`config.mk`:
```
export PLATFORM = sky130hd
export DESIGN_NAME = fifo_stream_reader
export DESIGN_NICKNAME = d
export VERILOG_FILES = /design/src/rtl/fifo_pkg.sv /design/src/rtl/fifo_skid_buf.sv /design/src/rtl/fifo_stream_reader.sv
export SDC_FILE = /design/constraint.sdc
export NUM_CORES = 1
export LEC_CHECK = 0
export CAP_MARGIN = 20
export CORE_ASPECT_RATIO = 0.75
export CORE_MARGIN = 2
export CORE_UTILIZATION = 54
export DETAILED_ROUTE_END_ITERATION = 16
export PLACE_DENSITY_LB_ADDON = 0.12
export SLEW_MARGIN = 10
export SYNTH_ARGS = -nofsm -noshare
export SYNTH_HDL_FRONTEND = slang
export SYNTH_SLANG_ARGS = --single-unit
```
`constraint.sdc`:
```
create_clock -name i_clk -period 3.8 [get_ports i_clk]
set_input_delay 0.38 -clock i_clk [delete_from_list [all_inputs] [get_ports i_clk]]
set_output_delay 0.38 -clock i_clk [all_outputs]
set_load 0.05 [all_outputs]
```
`src/rtl/fifo_pkg.sv`:
```
// Shared constants and types for fifo_stream_reader and its output buffer.
package fifo_pkg;

  localparam int unsigned DEFAULT_WIDTH = 8;
  localparam int unsigned OCC_W         = 2;
  localparam int unsigned BEAT_W        = 8;
  localparam int unsigned WORD_CNT_W    = 16;
  localparam int unsigned BUF_DEPTH     = 2;

  typedef logic [OCC_W-1:0]  occ_t;
  typedef logic [BEAT_W-1:0] beat_cnt_t;

  // Beat index within a burst, wrapping after last_idx.
  function automatic beat_cnt_t next_beat(input beat_cnt_t cnt, input beat_cnt_t last_idx);
    return (cnt >= last_idx) ? '0 : beat_cnt_t'(cnt + 8'd1);
  endfunction

endpackage

```
`src/rtl/fifo_skid_buf.sv`:
```
// Two-entry in-order output buffer; simultaneous push and pop retire the head
// and append the new word in the same edge.
module fifo_skid_buf
  import fifo_pkg::*;
#(
  parameter int unsigned WIDTH = DEFAULT_WIDTH
) (
  input  logic             i_clk,
  input  logic             i_rst,
  input  logic             i_push,
  input  logic [WIDTH-1:0] i_push_data,
  input  logic             i_pop,
  output occ_t             o_occ,
  output logic [WIDTH-1:0] o_data
);

  localparam occ_t FULL = occ_t'(BUF_DEPTH);

  logic [WIDTH-1:0] head_q, head_d;
  logic [WIDTH-1:0] tail_q, tail_d;
  occ_t             occ_q, occ_d;
  logic             push_ok;
  logic             pop_ok;

  // Next-state: head is always the oldest word, tail the younger one.
  always_comb begin
    head_d  = head_q;
    tail_d  = tail_q;
    occ_d   = occ_q;
    pop_ok  = i_pop && (occ_q != '0);
    push_ok = i_push && ((occ_q != FULL) || pop_ok);
    case ({push_ok, pop_ok})
      2'b11: begin
        if (occ_q == 2'd1) begin
          head_d = i_push_data;
        end else begin
          head_d = tail_q;
          tail_d = i_push_data;
        end
      end
      2'b01: begin
        head_d = tail_q;
        occ_d  = occ_q - 2'd1;
      end
      2'b10: begin
        if (occ_q == '0) begin
          head_d = i_push_data;
        end else begin
          tail_d = i_push_data;
        end
        occ_d = occ_q + 2'd1;
      end
      default: begin
      end
    endcase
  end

  always_ff @(posedge i_clk) begin
    if (i_rst) begin
      head_q <= '0;
      tail_q <= '0;
      occ_q  <= '0;
    end else begin
      head_q <= head_d;
      tail_q <= tail_d;
      occ_q  <= occ_d;
    end
  end

  assign o_occ  = occ_q;
  assign o_data = head_q;

endmodule

```
`src/rtl/fifo_stream_reader.sv`:
```
// Pulls words from a 1-cycle-latency FIFO into a credit-limited output stream
// with burst framing. Define FIFO_STREAM_READER_STATS_EN to add o_word_count.
module fifo_stream_reader
  import fifo_pkg::*;
#(
  parameter int unsigned WIDTH     = DEFAULT_WIDTH,
  parameter int unsigned BURST_LEN = 4
) (
  input  logic                  i_clk,
  input  logic                  i_rst,
  input  logic                  i_enable,
  input  logic                  i_fifo_empty,
  input  logic [WIDTH-1:0]      i_fifo_rd_data,
  output logic                  o_fifo_rd_en,
  output logic                  o_valid,
  input  logic                  i_ready,
  output logic [WIDTH-1:0]      o_data,
  output logic                  o_last
`ifdef FIFO_STREAM_READER_STATS_EN
  ,
  output logic [WORD_CNT_W-1:0] o_word_count
`endif
);

  localparam beat_cnt_t LAST_BEAT = beat_cnt_t'(BURST_LEN - 1);

  occ_t       occ;
  logic       in_flight_q, in_flight_d;
  beat_cnt_t  beat_q, beat_d;
  logic       accept;
  logic       rd_issue;
  logic [2:0] credit;

  fifo_skid_buf #(
    .WIDTH(WIDTH)
  ) u_skid_buf (
    .i_clk       (i_clk),
    .i_rst       (i_rst),
    .i_push      (in_flight_q),
    .i_push_data (i_fifo_rd_data),
    .i_pop       (accept),
    .o_occ       (occ),
    .o_data      (o_data)
  );

  assign o_valid = (occ != '0);
  assign accept  = o_valid & i_ready;

  // Words held plus words landing, less the one leaving this cycle.
  assign credit   = 3'(occ) + 3'(in_flight_q) - 3'(accept);
  assign rd_issue = ~i_rst & i_enable & ~i_fifo_empty & (credit < 3'd2);

  assign o_fifo_rd_en = rd_issue;
  assign o_last       = o_valid & (beat_q == LAST_BEAT);

  always_comb begin
    in_flight_d = rd_issue;
    beat_d      = beat_q;
    if (accept) begin
      beat_d = next_beat(beat_q, LAST_BEAT);
    end
  end

  always_ff @(posedge i_clk) begin
    if (i_rst) begin
      in_flight_q <= 1'b0;
      beat_q      <= '0;
    end else begin
      in_flight_q <= in_flight_d;
      beat_q      <= beat_d;
    end
  end

`ifdef FIFO_STREAM_READER_STATS_EN
  logic [WORD_CNT_W-1:0] word_cnt_q, word_cnt_d;

  always_comb begin
    word_cnt_d = word_cnt_q;
    if (accept) begin
      word_cnt_d = word_cnt_q + WORD_CNT_W'(1);
    end
  end

  always_ff @(posedge i_clk) begin
    if (i_rst) begin
      word_cnt_q <= '0;
    end else begin
      word_cnt_q <= word_cnt_d;
    end
  end

  assign o_word_count = word_cnt_q;
`endif

endmodule

```
==> results of run 1 <==
-- cells by family after synthesis --
family | count (synthesis)
and+or+nand+nor | 45
DFF | 27
AOI/OAI and AO/OA | 19
muxes | 17
buffers and inverters | 8
adders and majority gates | 6
xor gates and xnor gates | 5
-- layer usage --
metal	vias to the layer above	global-route usage, %	wire, um
li1	503	-	-
met1	500	28.1	1170
met2	37	32.5	1210
met3	4	5.97	139
met4	0	6.67	31
met5	-	0	0
-- per-stage QoR --
step | instances | total power [W] | hold WS (ns) | setup WS [ns] | instance area, um2
4_1_cts | 176 | 0.000888 | 0.485 | 0.0786 | 1550
5_1_grt | 176 | 0.000936 | 0.498 | 0.110 | 1550
2_1_floorplan | 127 | 0.000644 | 0.438 | 0.356 | 1250
3_5_place_dp | 172 | 0.000752 | 0.447 | 0.283 | 1510
6_report | 176 | 0.000887 | 0.480 | 0.282 | 1550
3_3_place_gp | 172 | 0.000736 | 0.448 | 0.425 | 1510
-- layout by cell type (no fill, tap or decap), drive strengths merged, types with 2 or more instances in the layout --
cell	synthesis	routed
o21ai	2	2
nand2	7	7
a21oi	2	2
a211oi	2	2
a31oi	2	2
nand3	2	2
clkbuf	2	3
inv	4	5
clkdlybuf4s50	0	22
nor4	4	4
dfxtp	27	27
nand2b	3	3
ha	5	5
o2bb2ai	7	7
nor2b	2	2
xnor2	3	3
xor2	2	2
nand4	2	2
nor2	19	19
mux2i	16	16
-- power by group through the flow --
stage	clock, W	sequential [W]	combinational (W)
final	0.000133	0.000342	0.000412
after global routing	0.000149	0.000346	0.000441
after CTS	0.000140	0.000341	0.000407
after detailed placement	0	0.000347	0.000405
after global placement	0	0.000346	0.000390
after floorplan	0	0.000376	0.000268
-- worst paths after layout --
| kind | end | slack [ns] | cells past startpoint |
|---|---|---|---|
| worst max register to register | in_flight_q$_SDFF_PP0_ | 1.20 | 9 |
| worst min-delay path | u_skid_buf.o_data[2]$_SDFFE_PP0P_ | 0.48 | 1 |
| worst max-delay path | o_fifo_rd_en | 0.28 | 10 |
| worst min register to register | u_skid_buf.o_data[2]$_SDFFE_PP0P_ | 0.48 | 1 |
-- final cells by class --
class / count / share of cell area, %
Tap cell: 25 / 2.02
Sequential cell: 27 / 34.9
Multi-Input combinational cell: 92 / 44.1
Clock inverter: 1 / 0.565
Timing Repair Buffer: 23 / 15.5
Inverter: 5 / 1.45
Clock buffer: 3 / 1.45
-- state kept, by name, indices dropped and copies added (netlist names) --
name,flops
beat_q,8
u_skid_buf.o_occ,2
u_skid_buf.o_data,8
in_flight_q,1
u_skid_buf.tail_q,8
-- critical path: cells and delay by family, from the launching register on --
family / cells / cell delay, ns
adder cells (fa/ha/maj): 3 / 0.95
AND/OR/NAND/NOR: 4 / 0.95
buffers and inverters: 3 / 0.46
flip-flops: 1 / 0.43
-- what timing repair did --
| item | in CTS | in global routing |
|---|---|---|
| hold buffers | 0 | 0 |
| resized for setup | 0 | 3 |
| buffers inserted | 0 | 0 |
| endpoints found under the hold margin | 0 | 0 |
| endpoints found under the setup margin | 0 | 1 |
==> impl_metrics.toml, run 1 <==
[status]
status = "completed"

[layout]
n_antenna_cell = 0
fillers = 196
drive_gt1_share_pct = 7.95
area_delta_synth_final_pct = 24.2
register_area_um2 = 542
multiInputGateArea_um2 = 684
num-nets-final = 171
finish.utilization_pct = 68.9

[setup_path]
cp_slowest_cell = "fa_1"
critPathCaptureType = "output pin"
worstPathCellList = "inv_1 -> ha_1 -> or2b_2 -> clkinvlp_4 -> ha_1 -> nand2b_1 -> fa_1 -> nand2_1 -> nor4_2 -> buf_12"
critPathKind = "flop to output pin"
cp-start-kind = "flop"
cp_data_required_time_ns = 3.42
crit_top_cell = "ha_1"
r2r_start = "u_skid_buf.o_occ[1]$_SDFFE_PP0N_"
cp-startpoint = "u_skid_buf.o_occ[1]$_SDFFE_PP0N_"
crit_arrival_ns = 3.14
cp_max_fo = 9
critPathMaxStageDelay_ns = 0.49

[place]
place_congestion = 0.754
port_buffers = 23
hpwl_mm = 1.90

[power]
seqPwrFrac_pct = 38.6
internal_power_w = 0.000523
switching_power_w = 0.000365
ir_drop_v = 0.000308
pwr-share-clk_pct = 15.0
pwr_density_cell_nw_per_um2 = 572
swShare_pct = 41.1
leakage_nw = 0.655
p_comb_share_pct = 46.5

[cts]
clockRootBuffer = "clkbuf_4"
cts_sinks = 27
clk_pin_slew_ns = 0.15
clk_latency_ns = 0.33
htree_levels = 1
cts_tree = "built"
numCtsBuffers = 3
cts_buffer_depth = 2

[job]
max_cap_violations = 0

[sta]
grt_setup_unrepaired = "no"
setup-violations-final = 0
slew_headroom_pct = 57.3
fmax_mhz = 284
skew_ns = 0.00804
finalCriticalPeriod_ns = 3.52
worstMarginPinSlew_ns = 0.639
slew_viol_final = 0
fin_tns_setup_ns = 0
final-hold-violation-count = 0
fin_crit_sh_pct = 92.6

[logic_synthesis]
synthAdderAreaFrac_pct = 6.61
async_reset_ff_share_pct = 0
synth_edf_count = 0
yosys-top-cells-area = "dfxtp_1 43%, mux2i_1 13%, nor2_1 5.7%, ha_1 5.0%, o2bb2ai_1 4.9%"
yosys.area_share.simple_pct = 17.9
synth.distinct_cells = 33
synth_top_family_by_area = "simple AND/OR/NAND/NOR gates"
syn_inst = 127
synthFlopType = "dfxtp_1"
post-synth-top-count-cell = "dfxtp_1"
yosys-mux-area-fraction_pct = 13.7
avgSynthCellArea_um2 = 9.83
synth_area_um2 = 1250
yosysWarnings = 0
synth_top_area_share_pct = 43.3
synth_top_area_cell = "dfxtp_1"
synth_nets = 146
ys_seq_area_share_pct = 43.3
synth-xor-area-share_pct = 3.51
netlist_top_cells_count = "27 x dfxtp_1, 19 x nor2_1, 16 x mux2i_1, 7 x nand2_1, 7 x o2bb2ai_1"
synth_compound_area_share_pct = 12.4
ys_seq_elements = 27

[floorplanning]
core_area_um2 = 2250
start_util_pct = 55.4
die_x_um = 59.5
die_area_um2 = 2720
io_pins = 24
num_rows = 15
dieHeight_um = 45.6

[grt]
gr-total-overflow = 0
grt_use_total_pct = 20.8
antenna_found_initial = 0
grt_pass1_wl_mm = 4.15
grt_max_degree = 18
grt_pass1_vias = 945

[drt]
drc = 0
finalWirelength_mm = 2.54
drt-wirelength-per-cell_um = 14.4
antenna_left = 0
via_per_inst = 5.93
vias = 1044
drt_iter0_markers = 52
firstDrtPassIters = 4

[min_path]
worstHoldPathType = "flop to flop"
min_from = "u_skid_buf.o_data[2]$_SDFFE_PP0P_"
(Power assumes the default switching activity.)
==> inputs of run 2 (changes only) <==
Settings changed: CORE_UTILIZATION 54 to 50.
Clock period 3.8 ns to 3.7 ns, I/O delays scaled along.
==> run 2 against run 1 <==
Against the previous run:
- flip-flop and latch count unchanged
- sequential power up 3%
- clock power down 5%
- first-iteration DRC count down 3.8%
- register-to-register slack better by 0.07 ns
- via count down 3.0%
- critical endpoint unchanged
- highest routed layer unchanged
==> impl_metrics.toml, run 2 (same netlist as run 1, synthesis figures left out) <==
[power]
pwr_density_cell_nw_per_um2 = 575
ir_drop_v = 0.000349
leakage_nw = 0.663

[place]
port_buffers = 23
place_congestion = 0.825
hpwl_mm = 1.85

[setup_path]
r2r.worst_path.cells = 9
cp-start-kind = "flop"
cp_data_required_time_ns = 3.33
worstPathCellList = "inv_1 -> ha_1 -> or2b_4 -> clkinv_1 -> ha_1 -> nand2b_1 -> fa_1 -> nand2_1 -> nor4_2 -> buf_12"
r2r_start = "u_skid_buf.o_occ[1]$_SDFFE_PP0N_"
crit_arrival_ns = 2.99
critPathMaxStageDelay_ns = 0.49
critPathKind = "flop to output pin"
r2r-end = "in_flight_q$_SDFF_PP0_"
crit_top_cell = "ha_1"
cp_slowest_cell = "dfxtp_1"
critPathCaptureType = "output pin"
rrSetupSlack_ns = 1.27
cp_max_fo = 9

[cts]
postCtsSetupBuffers = 0
clk_latency_ns = 0.33
cts_buffer_depth = 2
numCtsBuffers = 3
clk_pin_slew_ns = 0.14
htree_levels = 1
cts_sinks = 27
clockRootBuffer = "clkbuf_4"
cts_tree = "built"

[sta]
final-hold-violation-count = 0
skew_ns = 0.00545
worstMarginPinSlew_ns = 0.632
slew_headroom_pct = 57.7
finalCriticalPeriod_ns = 3.36
slew_viol_final = 0
fin_crit_sh_pct = 90.7
fmax_mhz = 298
fin_tns_setup_ns = 0
whs_ns = 0.480
setup-violations-final = 0
grt_setup_unrepaired = "no"

[grt]
grt_max_degree = 18
grt_pass1_vias = 919
grt_pass1_wl_mm = 3.93
antenna_found_initial = 0
grt_use_total_pct = 18.5
gr-total-overflow = 0

[floorplanning]
die_x_um = 61.7
start_util_pct = 53.7
dieHeight_um = 47.3
io_pins = 24
die_area_um2 = 2920
num_rows = 15
core_area_um2 = 2330

[drt]
drt_iter0_markers = 50
drt-wirelength-per-cell_um = 13.0
drc = 0
antenna_left = 0
firstDrtPassIters = 4
vias = 1013
via_per_inst = 5.45
finalWirelength_mm = 2.43

[status]
status = "completed"

[layout]
register_area_um2 = 541
n_antenna_cell = 0
fillers = 206
multiInputGateArea_um2 = 687
area_delta_synth_final_pct = 25.3
drive_gt1_share_pct = 7.24
mostFrequentLayoutCells = "27 x dfxtp_1, 22 x clkdlybuf4s50_1, 19 x nor2_1"
final_common_cell = "dfxtp_1"
num-nets-final = 172

[min_path]
whs_path_depth = 1
holdPathEnd = "u_skid_buf.o_data[5]$_SDFFE_PP0P_"
min_from = "u_skid_buf.o_data[5]$_SDFFE_PP0P_"
worstHoldPathType = "flop to flop"

[job]
max_cap_violations = 0
==> run 2: worst max-delay path, delay by kind of cell, from the launching register on <==
kind          cells  cell delay (ns)
fa+ha+maj         3             0.93
buf+inv           3             0.38
simple gates      4             0.85
flops             1             0.49
==> run 2: where the power goes <==
part | internal (W) | leakage [nW] | switching (W)
clock | 0.0000406 | 0.0177 | 0.0000858
sequential | 0.000321 | 0.218 | 0.0000298
combinational | 0.000176 | 0.427 | 0.000247
total | 0.000537 | 0.663 | 0.000363
==> run 2: routing by layer <==
layer | global-route usage (%) | vias to the layer above | part of all wire, %
met5 | 0 | - | 0
met4 | 4.68 | 0 | 0.62
met3 | 5.79 | 2 | 7.3
met2 | 29.1 | 31 | 43
met1 | 25.0 | 472 | 49
li1 | - | 508 | -
==> run 2: repair_timing <==
item | in CTS | in global routing
endpoints found under the setup margin | 0 | 1
resized for setup | 0 | 1
hold buffers | 0 | 0
==> run 2: worst max-delay path by stage <==
stage | slack [ns] | to | depth (start not counted) | from
5_1_grt | 0.13 | o_fifo_rd_en | 10 | u_skid_buf.o_occ[1]$_SDFFE_PP0N_
3_3_place_gp | 0.53 | o_fifo_rd_en | 9 | i_ready
4_1_cts | 0.24 | o_fifo_rd_en | 10 | u_skid_buf.o_occ[1]$_SDFFE_PP0N_
6_report | 0.34 | o_fifo_rd_en | 10 | u_skid_buf.o_occ[1]$_SDFFE_PP0N_
2_1_floorplan | 0.27 | o_fifo_rd_en | 10 | u_skid_buf.o_occ[1]$_SDFFE_PP0N_
3_5_place_dp | 0.45 | o_fifo_rd_en | 9 | i_ready
==> run 2: area by class of cell <==
| class | instances | share of cell area [%] |
|---|---|---|
| clock buffer | 3 | 1.44 |
| timing repair buffer | 24 | 15.8 |
| multi-input combinational | 92 | 43.9 |
| tap | 34 | 2.72 |
| inverter | 5 | 1.20 |
| clock inverter | 1 | 0.320 |
| sequential | 27 | 34.6 |
==> run 2: metrics by stage <==
| stage | power (W) | util (%) | instance area (um2) | instances | worst slack, ns |
|---|---|---|---|---|---|
| after CTS | 0.000902 | 67.0 | 1560 | 186 | 0.240 |
| after floorplan | 0.000662 | - | 1250 | 127 | 0.266 |
| after detailed placement | 0.000776 | 65.9 | 1530 | 182 | 0.455 |
| after global routing | 0.000962 | 67.2 | 1560 | 186 | 0.126 |
| after global placement | 0.000764 | 65.9 | 1530 | 182 | 0.529 |
| final | 0.000900 | 67.2 | 1560 | 186 | 0.345 |
==> inputs of run 3 (changes only) <==
Settings changed: CELL_PAD_IN_SITES_DETAIL_PLACEMENT set to 0, CELL_PAD_IN_SITES_GLOBAL_PLACEMENT set to 2, CORE_UTILIZATION 50 to 31.
==> run 3 against run 2 <==
Against the previous run:
- non-clock buffer count grew 2
- sequential share of layout area shrank 1.1 points
- cell area grew 3.3%
- final cell count grew 11%
- die area grew 56%
- clock-buffer cell count grew 1
- clock skew grew 0.0052 ns
- setup slack gained 0.16 ns
- sequential power is essentially flat
- worst hold slack lost 0.010 ns
- maximum frequency grew 5.1%
- via count shrank 4.2%
- critical path type unchanged
==> impl_metrics.toml, run 3 (same netlist as run 1, synthesis figures left out) <==
[sta]
slew_viol_final = 0
grt_setup_unrepaired = "no"
worstMarginPinSlew_ns = 0.581
fin_crit_sh_pct = 86.3
finalCriticalPeriod_ns = 3.19
setup-violations-final = 0
fmax_mhz = 313
final-hold-violation-count = 0
fin_tns_setup_ns = 0
skew_ns = 0.0107
slew_headroom_pct = 61.1

[place]
port_buffers = 23
place_congestion = 0.738
hpwl_mm = 1.96

[floorplanning]
dieHeight_um = 59.0
io_pins = 24
core_area_um2 = 3760
start_util_pct = 33.2
die_x_um = 77.3
num_rows = 19
die_area_um2 = 4560

[cts]
postCtsSetupBuffers = 0
numCtsBuffers = 3
cts_buffer_depth = 2
htree_levels = 1
cts_hold_buf = 0
clk_pin_slew_ns = 0.09
clk_latency_ns = 0.27
clockRootBuffer = "clkbuf_8"
cts_sinks = 27
post_cts_resized = 0
cts_tree = "built"

[power]
leakage_nw = 0.676
switching_power_w = 0.000367
internal_power_w = 0.000575
seqPwrFrac_pct = 37.2
pwr_density_cell_nw_per_um2 = 584
swShare_pct = 39.0
ir_drop_v = 0.000262
pwr-share-clk_pct = 17.5
p_comb_share_pct = 45.3
p_total_w = 0.000943

[layout]
area_delta_synth_final_pct = 29.4
num-nets-final = 174
drive_gt1_share_pct = 7.14
n_antenna_cell = 0
mostFrequentLayoutCells = "27 x dfxtp_1, 22 x clkdlybuf4s50_1, 19 x nor2_1"
final_common_cell = "dfxtp_1"
fillers = 391

[drt]
firstDrtPassIters = 4
antenna_left = 0
drt-wirelength-per-cell_um = 12.7
drc = 0
vias = 970
finalWirelength_mm = 2.62
drt_iter0_markers = 58
via_per_inst = 4.71

[grt]
gr-total-overflow = 0
grt_pass1_wl_mm = 4.55
antenna_found_initial = 0
grt_use_total_pct = 12.7
grt_max_degree = 18
grt_pass1_vias = 955

[job]
max_cap_violations = 0

[min_path]
worstHoldPathType = "flop to flop"

[setup_path]
cp-start-kind = "flop"
crit_arrival_ns = 2.82
critPathKind = "flop to output pin"
cp_data_required_time_ns = 3.33
cp_max_fo = 6
critPathCaptureType = "output pin"
rrSetupSlack_ns = 1.36

[status]
status = "completed"
run 3: cell type report:
cell class	instances	area, um2	share of cell area (%)
Inverter	5	18.8	1.16
Multi-Input combinational cell	92	683	42.3
Tap cell	52	65.1	4.03
Sequential cell	27	541	33.5
Timing Repair Buffer	26	263	16.3
Clock buffer	4	45.0	2.79
run 3: worst paths after layout:
check / endpoint / from / cells after the start
hold reg to reg: u_skid_buf.o_data[1]$_SDFFE_PP0P_ / u_skid_buf.o_data[1]$_SDFFE_PP0P_ / 1
setup / recovery: o_fifo_rd_en / u_skid_buf.o_occ[1]$_SDFFE_PP0N_ / 10
hold / removal: u_skid_buf.o_data[1]$_SDFFE_PP0P_ / u_skid_buf.o_data[1]$_SDFFE_PP0P_ / 1
setup reg to reg: in_flight_q$_SDFF_PP0_ / u_skid_buf.o_occ[1]$_SDFFE_PP0N_ / 9
run 3: power groups by stage:
| stage | registers [W] | clock network, W | logic, W |
|---|---|---|---|
| floorplan | 0.000386 | 0 | 0.000275 |
| global placement | 0.000357 | 0 | 0.000429 |
| detailed placement | 0.000358 | 0 | 0.000430 |
| CTS | 0.000351 | 0.000176 | 0.000434 |
| global route | 0.000356 | 0.000187 | 0.000468 |
| finish | 0.000351 | 0.000165 | 0.000427 |
run 3: worst max-delay path, cell delays in order (launching register included):
cell	delay, ns
dfxtp_1	0.47
inv_1	0.12
ha_1	0.22
or2b_1	0.24
clkinv_1	0.06
ha_1	0.22
nand2b_1	0.15
fa_1	0.49
nand2_1	0.08
nor4_2	0.33
buf_12	0.18
run 3: routing by layer:
metal	vias to the layer above	global-route usage, %	wire, um
met5	-	0	0
met4	0	3.06	17
met3	2	4.14	104
met2	13	19.6	1150
met1	447	17.3	1350
li1	508	-	-
run 3: per-stage QoR:
step	area, um2	hold slack [ns]	instances	utilization (%)	worst slack, ns
4_1_cts	1620	0.479	206	43.0	0.458
6_report	1620	0.470	206	43.0	0.507
5_1_grt	1620	0.496	206	43.0	0.336
3_3_place_gp	1570	0.447	202	41.8	0.724
2_1_floorplan	1250	0.438	127	-	0.266
3_5_place_dp	1570	0.446	202	41.8	0.674
